## src/rtl/sample_mixer_if.sv

```systemverilog
// rtl/sample_mixer_if.sv - sample-memory read port between the mixer and a synchronous ROM
interface sample_mixer_if #(
  parameter int AW = 17,
  parameter int DW = 8
);
  logic          mem_rd;
  logic [AW-1:0] mem_addr;
  logic [DW-1:0] mem_data;

  modport master (output mem_rd, output mem_addr, input mem_data);
  modport slave  (input mem_rd, input mem_addr, output mem_data);
endinterface

```

## src/rtl/sample_mixer.sv

```systemverilog
// rtl/sample_mixer.sv - multi-channel one-shot/looping sample player, volume mixer and PWM output
module sample_mixer #(
  parameter int NCH  = 4,
  parameter int AW   = 17,
  parameter int DW   = 8,
  parameter int DIVW = 16
) (
  input  logic              clk,
  input  logic              rst_n,
  input  logic [NCH-1:0]    start,
  input  logic [NCH-1:0]    stop,
  input  logic [NCH-1:0]    loop,
  input  logic [NCH*AW-1:0] ch_base,
  input  logic [NCH*AW-1:0] ch_len,
  input  logic [NCH*4-1:0]  ch_vol,
  input  logic [DIVW-1:0]   rate_div,
  sample_mixer_if.master    mem,
  output logic [NCH-1:0]    busy,
  output logic [NCH-1:0]    done,
  output logic [DW-1:0]     pcm,
  output logic              audio
);
  localparam int CW = (NCH > 1) ? $clog2(NCH) : 1;
  localparam int SW = DW + 4 + ((NCH > 1) ? $clog2(NCH) : 0);
  localparam logic [DIVW-1:0] MIN_LIM = DIVW'(2 * NCH + 1);
  localparam logic [SW-1:0]   PCM_MAX = SW'({DW{1'b1}});

  localparam logic [1:0] S_IDLE = 2'd0;
  localparam logic [1:0] S_REQ  = 2'd1;
  localparam logic [1:0] S_CAP  = 2'd2;
  localparam logic [1:0] S_MIX  = 2'd3;

  logic [DIVW-1:0] cnt_q, lim_q;
  logic            tick;
  logic [1:0]      state_q;
  logic [CW-1:0]   ch_q;
  logic [AW-1:0]   base_q [NCH];
  logic [AW-1:0]   len_q  [NCH];
  logic [AW-1:0]   pos_q  [NCH];
  logic [3:0]      vol_q  [NCH];
  logic [DW-1:0]   smp_q  [NCH];
  logic [NCH-1:0]  busy_q, loop_q, fetched_q, done_q;
  logic [AW-1:0]   addr_q;
  logic            rd_now;
  logic [SW-1:0]   sum_d, shr_d;
  logic [DW-1:0]   pcm_d, pcm_q, pwm_q, duty_q;

  // The period limit is captured when the counter restarts, so rate_div edits land at the next wrap.
  assign tick = (cnt_q != '0) && (cnt_q == lim_q);

  always_ff @(posedge clk or negedge rst_n) begin
    if (!rst_n) begin
      cnt_q <= '0;
      lim_q <= '0;
    end else begin
      if (cnt_q == '0) lim_q <= (rate_div > MIN_LIM) ? rate_div : MIN_LIM;
      cnt_q <= tick ? '0 : cnt_q + 1'b1;
    end
  end

  always_ff @(posedge clk or negedge rst_n) begin
    if (!rst_n) begin
      state_q <= S_IDLE;
      ch_q    <= '0;
    end else begin
      case (state_q)
        S_IDLE: if (tick) begin
          state_q <= S_REQ;
          ch_q    <= '0;
        end
        S_REQ: state_q <= S_CAP;
        S_CAP: if (ch_q == CW'(NCH - 1)) begin
          state_q <= S_MIX;
        end else begin
          state_q <= S_REQ;
          ch_q    <= ch_q + 1'b1;
        end
        default: state_q <= S_IDLE;
      endcase
    end
  end

  assign rd_now       = (state_q == S_REQ) && busy_q[ch_q];
  assign mem.mem_rd   = rd_now;
  assign mem.mem_addr = rd_now ? base_q[ch_q] + pos_q[ch_q] : addr_q;

  always_ff @(posedge clk or negedge rst_n) begin
    if (!rst_n) addr_q <= '0;
    else        addr_q <= mem.mem_addr;
  end

  // Only channels fetched in this frame's REQ slot contribute, so late starts mix as silence.
  always_comb begin
    sum_d = '0;
    for (int c = 0; c < NCH; c++) begin
      if (busy_q[c] && fetched_q[c]) sum_d = sum_d + SW'(smp_q[c]) * SW'(vol_q[c]);
    end
    shr_d = sum_d >> 4;
    pcm_d = (shr_d > PCM_MAX) ? {DW{1'b1}} : shr_d[DW-1:0];
  end

  always_ff @(posedge clk or negedge rst_n) begin
    if (!rst_n) begin
      busy_q    <= '0;
      loop_q    <= '0;
      fetched_q <= '0;
      done_q    <= '0;
      pcm_q     <= '0;
      for (int c = 0; c < NCH; c++) begin
        base_q[c] <= '0;
        len_q[c]  <= '0;
        pos_q[c]  <= '0;
        vol_q[c]  <= '0;
        smp_q[c]  <= '0;
      end
    end else begin
      done_q <= '0;
      if (state_q == S_MIX) pcm_q <= pcm_d;
      for (int c = 0; c < NCH; c++) begin
        if (state_q == S_REQ && ch_q == CW'(c)) fetched_q[c] <= busy_q[c];
        if (state_q == S_CAP && ch_q == CW'(c) && fetched_q[c]) smp_q[c] <= mem.mem_data;
        if (state_q == S_MIX) begin
          fetched_q[c] <= 1'b0;
          if (busy_q[c] && fetched_q[c]) begin
            if (pos_q[c] + AW'(1) < len_q[c]) begin
              pos_q[c] <= pos_q[c] + AW'(1);
            end else if (loop_q[c]) begin
              pos_q[c] <= '0;
            end else begin
              busy_q[c] <= 1'b0;
              done_q[c] <= 1'b1;
            end
          end
        end
        // Host requests come last so they override any frame update on the same cycle.
        if (start[c] && ch_len[c*AW +: AW] != '0) begin
          base_q[c]    <= ch_base[c*AW +: AW];
          len_q[c]     <= ch_len[c*AW +: AW];
          vol_q[c]     <= ch_vol[c*4 +: 4];
          loop_q[c]    <= loop[c];
          pos_q[c]     <= '0;
          busy_q[c]    <= 1'b1;
          fetched_q[c] <= 1'b0;
          done_q[c]    <= 1'b0;
        end else if (stop[c]) begin
          busy_q[c]    <= 1'b0;
          fetched_q[c] <= 1'b0;
          done_q[c]    <= 1'b0;
        end
      end
    end
  end

  always_ff @(posedge clk or negedge rst_n) begin
    if (!rst_n) begin
      pwm_q  <= '0;
      duty_q <= '0;
    end else begin
      pwm_q <= pwm_q + 1'b1;
      if (pwm_q == '0) duty_q <= pcm_q;
    end
  end

  assign audio = (pwm_q < duty_q);
  assign busy  = busy_q;
  assign done  = done_q;
  assign pcm   = pcm_q;
endmodule

```

## src/flat_wrapper.sv

```systemverilog
// flat-port wrapper written by rule: the top's interface ports become plain ports
module sample_mixer_flat 
#(
  parameter int NCH  = 4,
  parameter int AW   = 17,
  parameter int DW   = 8,
  parameter int DIVW = 16
)
  (clk, rst_n, start, stop, loop, ch_base, ch_len, ch_vol, rate_div, busy, done, pcm, audio, mem_mem_rd, mem_mem_addr, mem_mem_data);
  sample_mixer_if #(.AW(AW), .DW(DW)) mem_i ();
  input  logic clk;
  input  logic rst_n;
  input  logic [NCH-1:0] start;
  input  logic [NCH-1:0] stop;
  input  logic [NCH-1:0] loop;
  input  logic [NCH*AW-1:0] ch_base;
  input  logic [NCH*AW-1:0] ch_len;
  input  logic [NCH*4-1:0] ch_vol;
  input  logic [DIVW-1:0] rate_div;
  output logic [NCH-1:0] busy;
  output logic [NCH-1:0] done;
  output logic [DW-1:0] pcm;
  output logic audio;
  output wire logic [$bits(mem_i.mem_rd)-1:0] mem_mem_rd;
  output wire logic [$bits(mem_i.mem_addr)-1:0] mem_mem_addr;
  input wire logic [$bits(mem_i.mem_data)-1:0] mem_mem_data;
  assign mem_mem_rd = mem_i.mem_rd;
  assign mem_mem_addr = mem_i.mem_addr;
  assign mem_i.mem_data = mem_mem_data;
  sample_mixer #(.NCH(NCH), .AW(AW), .DW(DW), .DIVW(DIVW)) u_core (.clk(clk), .rst_n(rst_n), .start(start), .stop(stop), .loop(loop), .ch_base(ch_base), .ch_len(ch_len), .ch_vol(ch_vol), .rate_div(rate_div), .mem(mem_i), .busy(busy), .done(done), .pcm(pcm), .audio(audio));
endmodule
```

## config.mk

```make
export PLATFORM = sky130hd
export DESIGN_NAME = sample_mixer_flat
export DESIGN_NICKNAME = d
export VERILOG_FILES = /design/src/rtl/sample_mixer_if.sv /design/src/rtl/sample_mixer.sv /design/src/flat_wrapper.sv
export SDC_FILE = /design/constraint.sdc
export NUM_CORES = 1
export LEC_CHECK = 0
export ABC_AREA = 1
export BUFFER_PORTS_ARGS = -buffer_cell sky130_fd_sc_hd__clkbuf_2
export CAP_MARGIN = 10
export CORE_UTILIZATION = 55
export CTS_CLUSTER_SIZE = 24
export DETAILED_ROUTE_END_ITERATION = 8
export PLACE_DENSITY = 0.79
export SYNTH_ARGS = -nofsm -noshare
export SYNTH_HDL_FRONTEND = slang
export SYNTH_SLANG_ARGS = --single-unit
```

## constraint.sdc

```tcl
create_clock -name clk -period 7.9 [get_ports clk]
set_clock_uncertainty 0.15 [all_clocks]
set_input_delay 0.395 -clock clk [delete_from_list [all_inputs] [get_ports clk]]
set_output_delay 0.395 -clock clk [all_outputs]
set_load 0.1 [all_outputs]
```

==> run metrics, run 1 <==
status=finished with violations; failing checks=negative setup slack; CP peak stage delay=approximately 0.56 ns; total number of vias=about 23k; layout cells sized above 1=16.82%; DP Worst Slack=-0.2351 ns; DR vias/cell=~5.5; Post-Syn Nets=about 3.6k; Clock Path Buffers=3; max cap viols=0; worst-case reg-to-reg path depth=40; Crit-path slowest cell=fa_1; Syn. warnings=0; routed length per instance=17.69 um; Lkg Pwr=16.48 nW; Initial DRT Pass Iterations=6; Worst Setup SP=u_core.vol_q[15]; critical path buffer and inverter count=6; Design Power=about 6.5 mW; Worst path depth=40; Worst Path Max Fanout=5; switching part of the total power=34.73%; fraction of the yosys area taken by sequential cells=a little over a third; Initial DRC Count=2018; die area=roughly 45000 um2; fill count=between 3k and 4k; Clock Power Share=a little under a third; Area growth, synth to finish=25.73%; vias in the first global route=between 20k and 25k; Synth Register Bits=between 300 and 400; row cnt=76; worst setup margin=-0.01010 ns; total grt overflow=0; Avg Cell Area, Syn=between 7 and 8 um2; Slew @ Worst Pin=0.8696 ns; Pins Over Slew Limit=0; Worst-Skew Late Latency=~0.59 ns; RSZ-0062 raised after global routing=yes; Distinct cells, synth=54; Crit. End Element=flip-flop; first-pass GRT wire length=119300 um; GRT Util Overall=between 30% and 40%; Routed WL=75210 um; Reg power frac=30.4%; die height=211.8 um; crit start category=flip-flop; setup violators final=4; Fmax achieved=0.1264 GHz; Worst R2R Start=u_core.vol_q[15]; Die X=211.8 um; pin count of the biggest net entering global routing=122; Initial Utilization=between 50 and 60%; Detail Route Antenna Nets=0; CP required=~8.2 ns; routability cong.=~0.95; final hold vios=0; core area=~43000 um2; antenna violations before repair=3; Post-Syn Area=about 24000 um2; Power Dens Cells=~210 nW/um2; clock-pin slew on the worst setup and hold paths=0.06 ns; crit path DAT=approximately 8 ns; setup slack, reg-to-reg=-0.01 ns; Setup Crit Path Kind=reg -> reg; crit-path leading delay family=adder cells; CTS Buf Count=40; clock sinks=around 350; PortBufs=224; worst setup path endpoint=u_core.pcm[4]; boundary pin count=between 200 and 250; DP HPWL=50120 um; Hold Path Class=in -> reg; total number of H-tree levels=2; Int Pwr=around 4.2 mW; clock root buffer=clkbuf_16; VDD IR max=0.1799 mV; CTS tree=built; Slew headroom=42.03%; Mapped Cells=roughly 3.2k; Nets=between 4k and 5k; DRC errors left=0; Logic pwr share=a little under two fifths; switching pwr=approximately 2.3 mW; Final period util=100.1%; fin crit period=7.910 ns; reg2reg end=u_core.pcm[4]
[synth_stat cells, drive strengths merged]
cell type	number	area, um2
and3	3	23.77
fa	75	1501
nand2	913	3457
and2	6	37.54
mux2i	1	10.01
a21boi	3	22.52
a31oi	9	56.30
nand4	38	250.2
a211oi	6	45.04
o22ai	31	193.9
a2111oi	3	26.28
mux2	23	259.0
a32oi	2	17.52
nor3b	2	20.02
a21o	8	60.06
o211ai	3	22.52
nor3	34	206.5
buf	21	106.4
nor4	20	131.4
inv	493	1851
nor2	206	828.3
a21oi	162	810.8
nand3b	12	102.6
clkbuf	77	289.0
clkinv	3	11.26
xnor2	30	277.8
xor2	54	473.0
ha	178	2227
o31ai	8	60.06
o21a	2	15.01
o21bai	5	37.54
nand3	177	940.9
dfrtp	345	8633
a41o	1	10.01
or2	13	81.33
o21ai	222	1115
[worst min-delay path by stage]
stage,start,endpoint,slack (ns),depth (start not counted)
3_5_place_dp,u_core.base_q[27],u_core.base_q[27],0.31,2
5_1_grt,mem_mem_data[0],u_core.smp_q[16],0.04,3
3_3_place_gp,u_core.base_q[22],u_core.base_q[22],0.31,2
2_1_floorplan,rst_n,u_core.addr_q[0],-0.05,0
6_report,mem_mem_data[0],u_core.smp_q[16],0.06,3
4_1_cts,mem_mem_data[0],u_core.smp_q[16],0.03,3
[final cells by class]
type                            count  area, um2  share of cell area (%)
Inverter                          496       1864                   6.125
Clock buffer                       51       1102                   3.621
Antenna cell                        3      7.507                 0.02466
Tap cell                          585      732.0                   2.405
Timing Repair Buffer              504       3707                   12.18
Multi-Input combinational cell   2250      14080                   46.25
Sequential cell                   345       8637                   28.37
Clock inverter                     17      311.5                   1.024
[cell usage in the layout (no fill, tap or decap), types with 8 or more instances in the layout]
cell type / count
a21o_1: 8
a21oi_1: 147
a21oi_2: 13
a31oi_1: 9
buf_4: 99
clkbuf_16: 40
clkbuf_2: 223
dfrtp_1: 342
dlygate4sd3_1: 178
fa_1: 73
ha_1: 150
ha_4: 27
inv_1: 477
inv_2: 15
mux2_2: 23
nand2_1: 866
nand2_2: 40
nand3_1: 148
nand3_2: 28
nand3b_1: 11
nand4_1: 36
nor2_1: 186
nor2_2: 15
nor3_1: 24
nor4_1: 19
o21ai_0: 205
o21ai_1: 11
o22ai_1: 31
o31ai_1: 8
or2_2: 11
xnor2_1: 27
xor2_1: 54
[cells by family (layout without fill, tap and decap cells)]
logic type	count (synthesis)	count (layout)	share of synthesized area [%]
flip-flops	345	345	35.66
AO/OA/AOI/OAI	465	465	10.29
other	0	3	0
adder cells (fa/ha/maj)	253	253	15.40
XOR/XNOR	84	84	3.101
buffers and inverters	594	1068	9.323
AND/OR/NAND/NOR	1424	1424	25.11
multiplexers	24	24	1.111
[repair_timing]
item	4_1_cts	5_1_grt
cloned	0	0
pin swaps	4	79
gates resized for setup	33	130
endpoints found under the setup margin	8	8
buffers inserted	0	10
hold endpoints to repair	292	0
hold buffers	178	0
[layer usage]
metal | vias to the layer above | global-route usage, % | wire, um
met5 | - | 0 | 0
met4 | 0 | 21.54 | 4911
met3 | 276 | 5.548 | 5393
met2 | 1057 | 55.27 | 35440
met1 | 11005 | 42.23 | 29460
li1 | 11048 | - | -
[power by group through the flow]
stage / clock (mW) / sequential (mW) / combinational, mW
after global placement: 0 / 1.99 / 1.85
final: 2.03 / 1.98 / 2.50
after detailed placement: 0 / 2.00 / 1.89
after global routing: 2.12 / 1.99 / 2.76
after floorplan: 0 / 1.97 / 1.23
after CTS: 2.04 / 1.97 / 2.06
[flip-flops by register name, summed over array words and instances, names as in the netlist, 16 cells and up]
signal,cells
u_core.len_q,68
u_core.cnt_q,16
u_core.base_q,68
u_core.lim_q,16
u_core.pos_q,68
u_core.addr_q,17
u_core.vol_q,16
u_core.smp_q,32
[tightest hold or removal path, cell delays in order]
cell	delay [ns]
clkbuf_2	0.09
inv_1	0.10
o21ai_0	0.17
[metrics by stage]
step           cells  hold WS [ns]  util (%)  setup TNS (ns)  cell area, um2
3_5_place_dp    3992        0.3122     61.02          -1.670           26400
3_3_place_gp    3992        0.3088     61.02         -0.7726           26400
2_1_floorplan   3189      -0.05059         -               0           24210
4_1_cts         4238       0.03256     68.86               0           29790
6_report        4251       0.05741     70.35        -0.01543           30440
5_1_grt         4251       0.04497     70.35          -2.704           30440
No activity file was read; power rests on OpenSTA's default activity.
==> run 2, diff against run 1 <==
--- a/config.mk
+++ b/config.mk
@@ -12,6 +12,8 @@
 export CTS_CLUSTER_SIZE = 24
 export DETAILED_ROUTE_END_ITERATION = 8
 export PLACE_DENSITY = 0.79
+export SKIP_CTS_REPAIR_TIMING = 1
+export SLEW_MARGIN = 20
 export SYNTH_ARGS = -nofsm -noshare
 export SYNTH_HDL_FRONTEND = slang
 export SYNTH_SLANG_ARGS = --single-unit
==> run 2 against run 1 <==
  * The run ends with negative hold slack left
  * Die area unchanged
  * Power about the same
  * Cell area is essentially flat
  * Register-to-register slack better by 0.08 ns
  * First-iteration DRC count is 3.5% lower
  * Clock-buffer cell count unchanged
  * Critical path type unchanged
  * Critical endpoint unchanged
  * Largest cell class unchanged
==> run metrics, run 2 (synthesized netlist as in run 1, its figures left out) <==
routed length per instance=17.55 um (-0.82%); fin crit period=7.832 ns (-0.07787 ns); failing checks=negative hold slack; Nets=4081 (+0.025%); Fmax achieved=0.1277 GHz (+0.99%); PortBufs=224 (unchanged); Met3 Wirelength=5538 um (+2.7%); start point of the worst min-delay path=ch_len[7]; Final period util=99.14% (-0.99 points); Initial DRC Count=1948 (-3.5%); max cap viols=0 (unchanged); Routed WL=74630 um (-0.77%); GRT Util Overall=30.58% (-3.4 points); Worst Path Max Fanout=6 (+1); setup violators final=0 (-4); crit-path leading delay family=adder cells; total number of H-tree levels=2 (unchanged); die area=44860 um2 (unchanged); Slew @ Worst Pin=0.8825 ns (+0.01285 ns); Lkg Pwr=16.47 nW (about the same); CTS Buf Count=40 (unchanged); Clock Power Share=31.2% (about the same); total grt overflow=0 (unchanged); Initial DRT Pass Iterations=8 (+2); met2 WL=35150 um (-0.82%); first-pass GRT wire length=108000 um (-9.5%); Power Dens Cells=213.7 nW/um2 (about the same); DR vias/cell=5.495 (-0.12%); commonest non-fill, non-tap cell in the layout=nand2_1; crit start category=flip-flop; crit path DAT=8.14 ns (-0.08 ns); clock sinks=345 (unchanged); Worst-Skew Late Latency=0.59 ns (about the same); CP required=8.21 ns (about the same); Hold Path Class=in -> reg; final hold vios=2 (+2); final core utilization=70.32% (about the same); Worst R2R Start=u_core.vol_q[13]; Clock Path Buffers=3 (unchanged); Design Power=6.503 mW (about the same); largest registers=u_core.base_q: 68 flops, u_core.len_q: 68 flops, u_core.pos_q: 68 flops; pin count of the biggest net entering global routing=122 (unchanged); Int Pwr=4.250 mW (+0.12%); row cnt=76 (unchanged); Placed Area=26400 um2 (unchanged); VDD IR max=0.1839 mV (+2.2%); die height=211.8 um (unchanged); DRC errors left=0 (unchanged); DR top layer=met4; RSZ-0062 raised after global routing=yes; layout cells sized above 1=16.89% (+0.077 points); switching pwr=2.252 mW (-0.29%); clock-pin slew on the worst setup and hold paths=0.06 ns (about the same); DP HPWL=50120 um (unchanged); antenna violations before repair=3 (unchanged); Slew headroom=41.17% (-0.86 points); routability cong.=0.9516 (unchanged); switching part of the total power=34.64% (-0.093 points); clock root buffer=clkbuf_16; CTS tree=built; final instance area=30430 um2 (about the same); Die X=211.8 um (unchanged); WL met1=29270 um (-0.64%); Reg power frac=30.4% (about the same); Detail Route Antenna Nets=0 (unchanged); total number of vias=23.37k (-0.068%); critical path buffer and inverter count=7 (+1); Crit-path slowest cell=fa_1; most frequent cells in the layout=867 x nand2_1, 476 x inv_1, 343 x dfrtp_1, 223 x clkbuf_2, 206 x o21ai_0; Pins Over Slew Limit=0 (unchanged); Worst Setup SP=u_core.vol_q[13]; Initial Utilization=55.96% (unchanged); Area growth, synth to finish=25.67% (about the same); boundary pin count=225 (unchanged); status=finished with violations; vias in the first global route=21.29k (-8.3%); Crit. End Element=flip-flop; Fin Hold WS=-0.02807 ns (-0.08548 ns); CP peak stage delay=0.56 ns (about the same); Logic pwr share=38.4% (about the same); Setup Crit Path Kind=reg -> reg; core area=43270 um2 (unchanged)
-- run 2: metal layers --
metal	vias up	track usage [%]
li1	11057	-
met2	1096	49.19
met5	-	0
met4	0	15.77
met3	278	4.510
met1	10939	40.19
-- run 2: worst paths after layout --
path                       depth (start not counted)  slack, ns                end
max in group asynchronous                          3       5.95   u_core.vol_q[13]
max                                               43       0.07      u_core.pcm[4]
min in group asynchronous                          2       0.33   u_core.len_q[65]
min                                                3      -0.03   u_core.len_q[58]
max reg2reg                                       43       0.07      u_core.pcm[4]
min reg2reg                                        2       0.33  u_core.base_q[12]
-- run 2: power groups by stage --
stage	Clock [mW]	Sequential, mW	Combinational, mW
2_1_floorplan	0	1.97	1.23
4_1_cts	2.04	1.97	1.90
6_report	2.03	1.98	2.49
3_3_place_gp	0	1.99	1.85
5_1_grt	2.12	1.99	2.76
3_5_place_dp	0	2.00	1.89
-- run 2: final cells by class --
type                    count  area (um2)
diodes                      4       10.01
clock buffers              51        1102
clock inverters            17       311.5
fillers                  3278       12840
inverters                 496        1864
multi-input cells        2250       14060
flip-flops and latches    345        8636
well taps                 585       732.0
repair buffers            505        3711
-- run 2: worst register-to-register path, delay by kind of cell, from the launching register on --
| kind | cells | cell delay [ns] |
|---|---|---|
| AND/OR/NAND/NOR | 21 | 2.22 |
| adder cells (fa/ha/maj) | 9 | 3.80 |
| XOR/XNOR | 1 | 0.10 |
| AO/OA/AOI/OAI | 5 | 0.51 |
| buffers and inverters | 7 | 0.52 |
| flip-flops | 1 | 0.44 |
-- run 2: per-stage QoR --
stage	setup WS [ns]	instances	setup TNS [ns]
after floorplan	0.08999	3189	0
after global placement	-0.1161	3992	-0.7726
after detailed placement	-0.2351	3992	-1.670
after CTS	-0.2475	4060	-1.771
after global routing	-0.3005	4252	-2.333
final	0.06777	4253	0
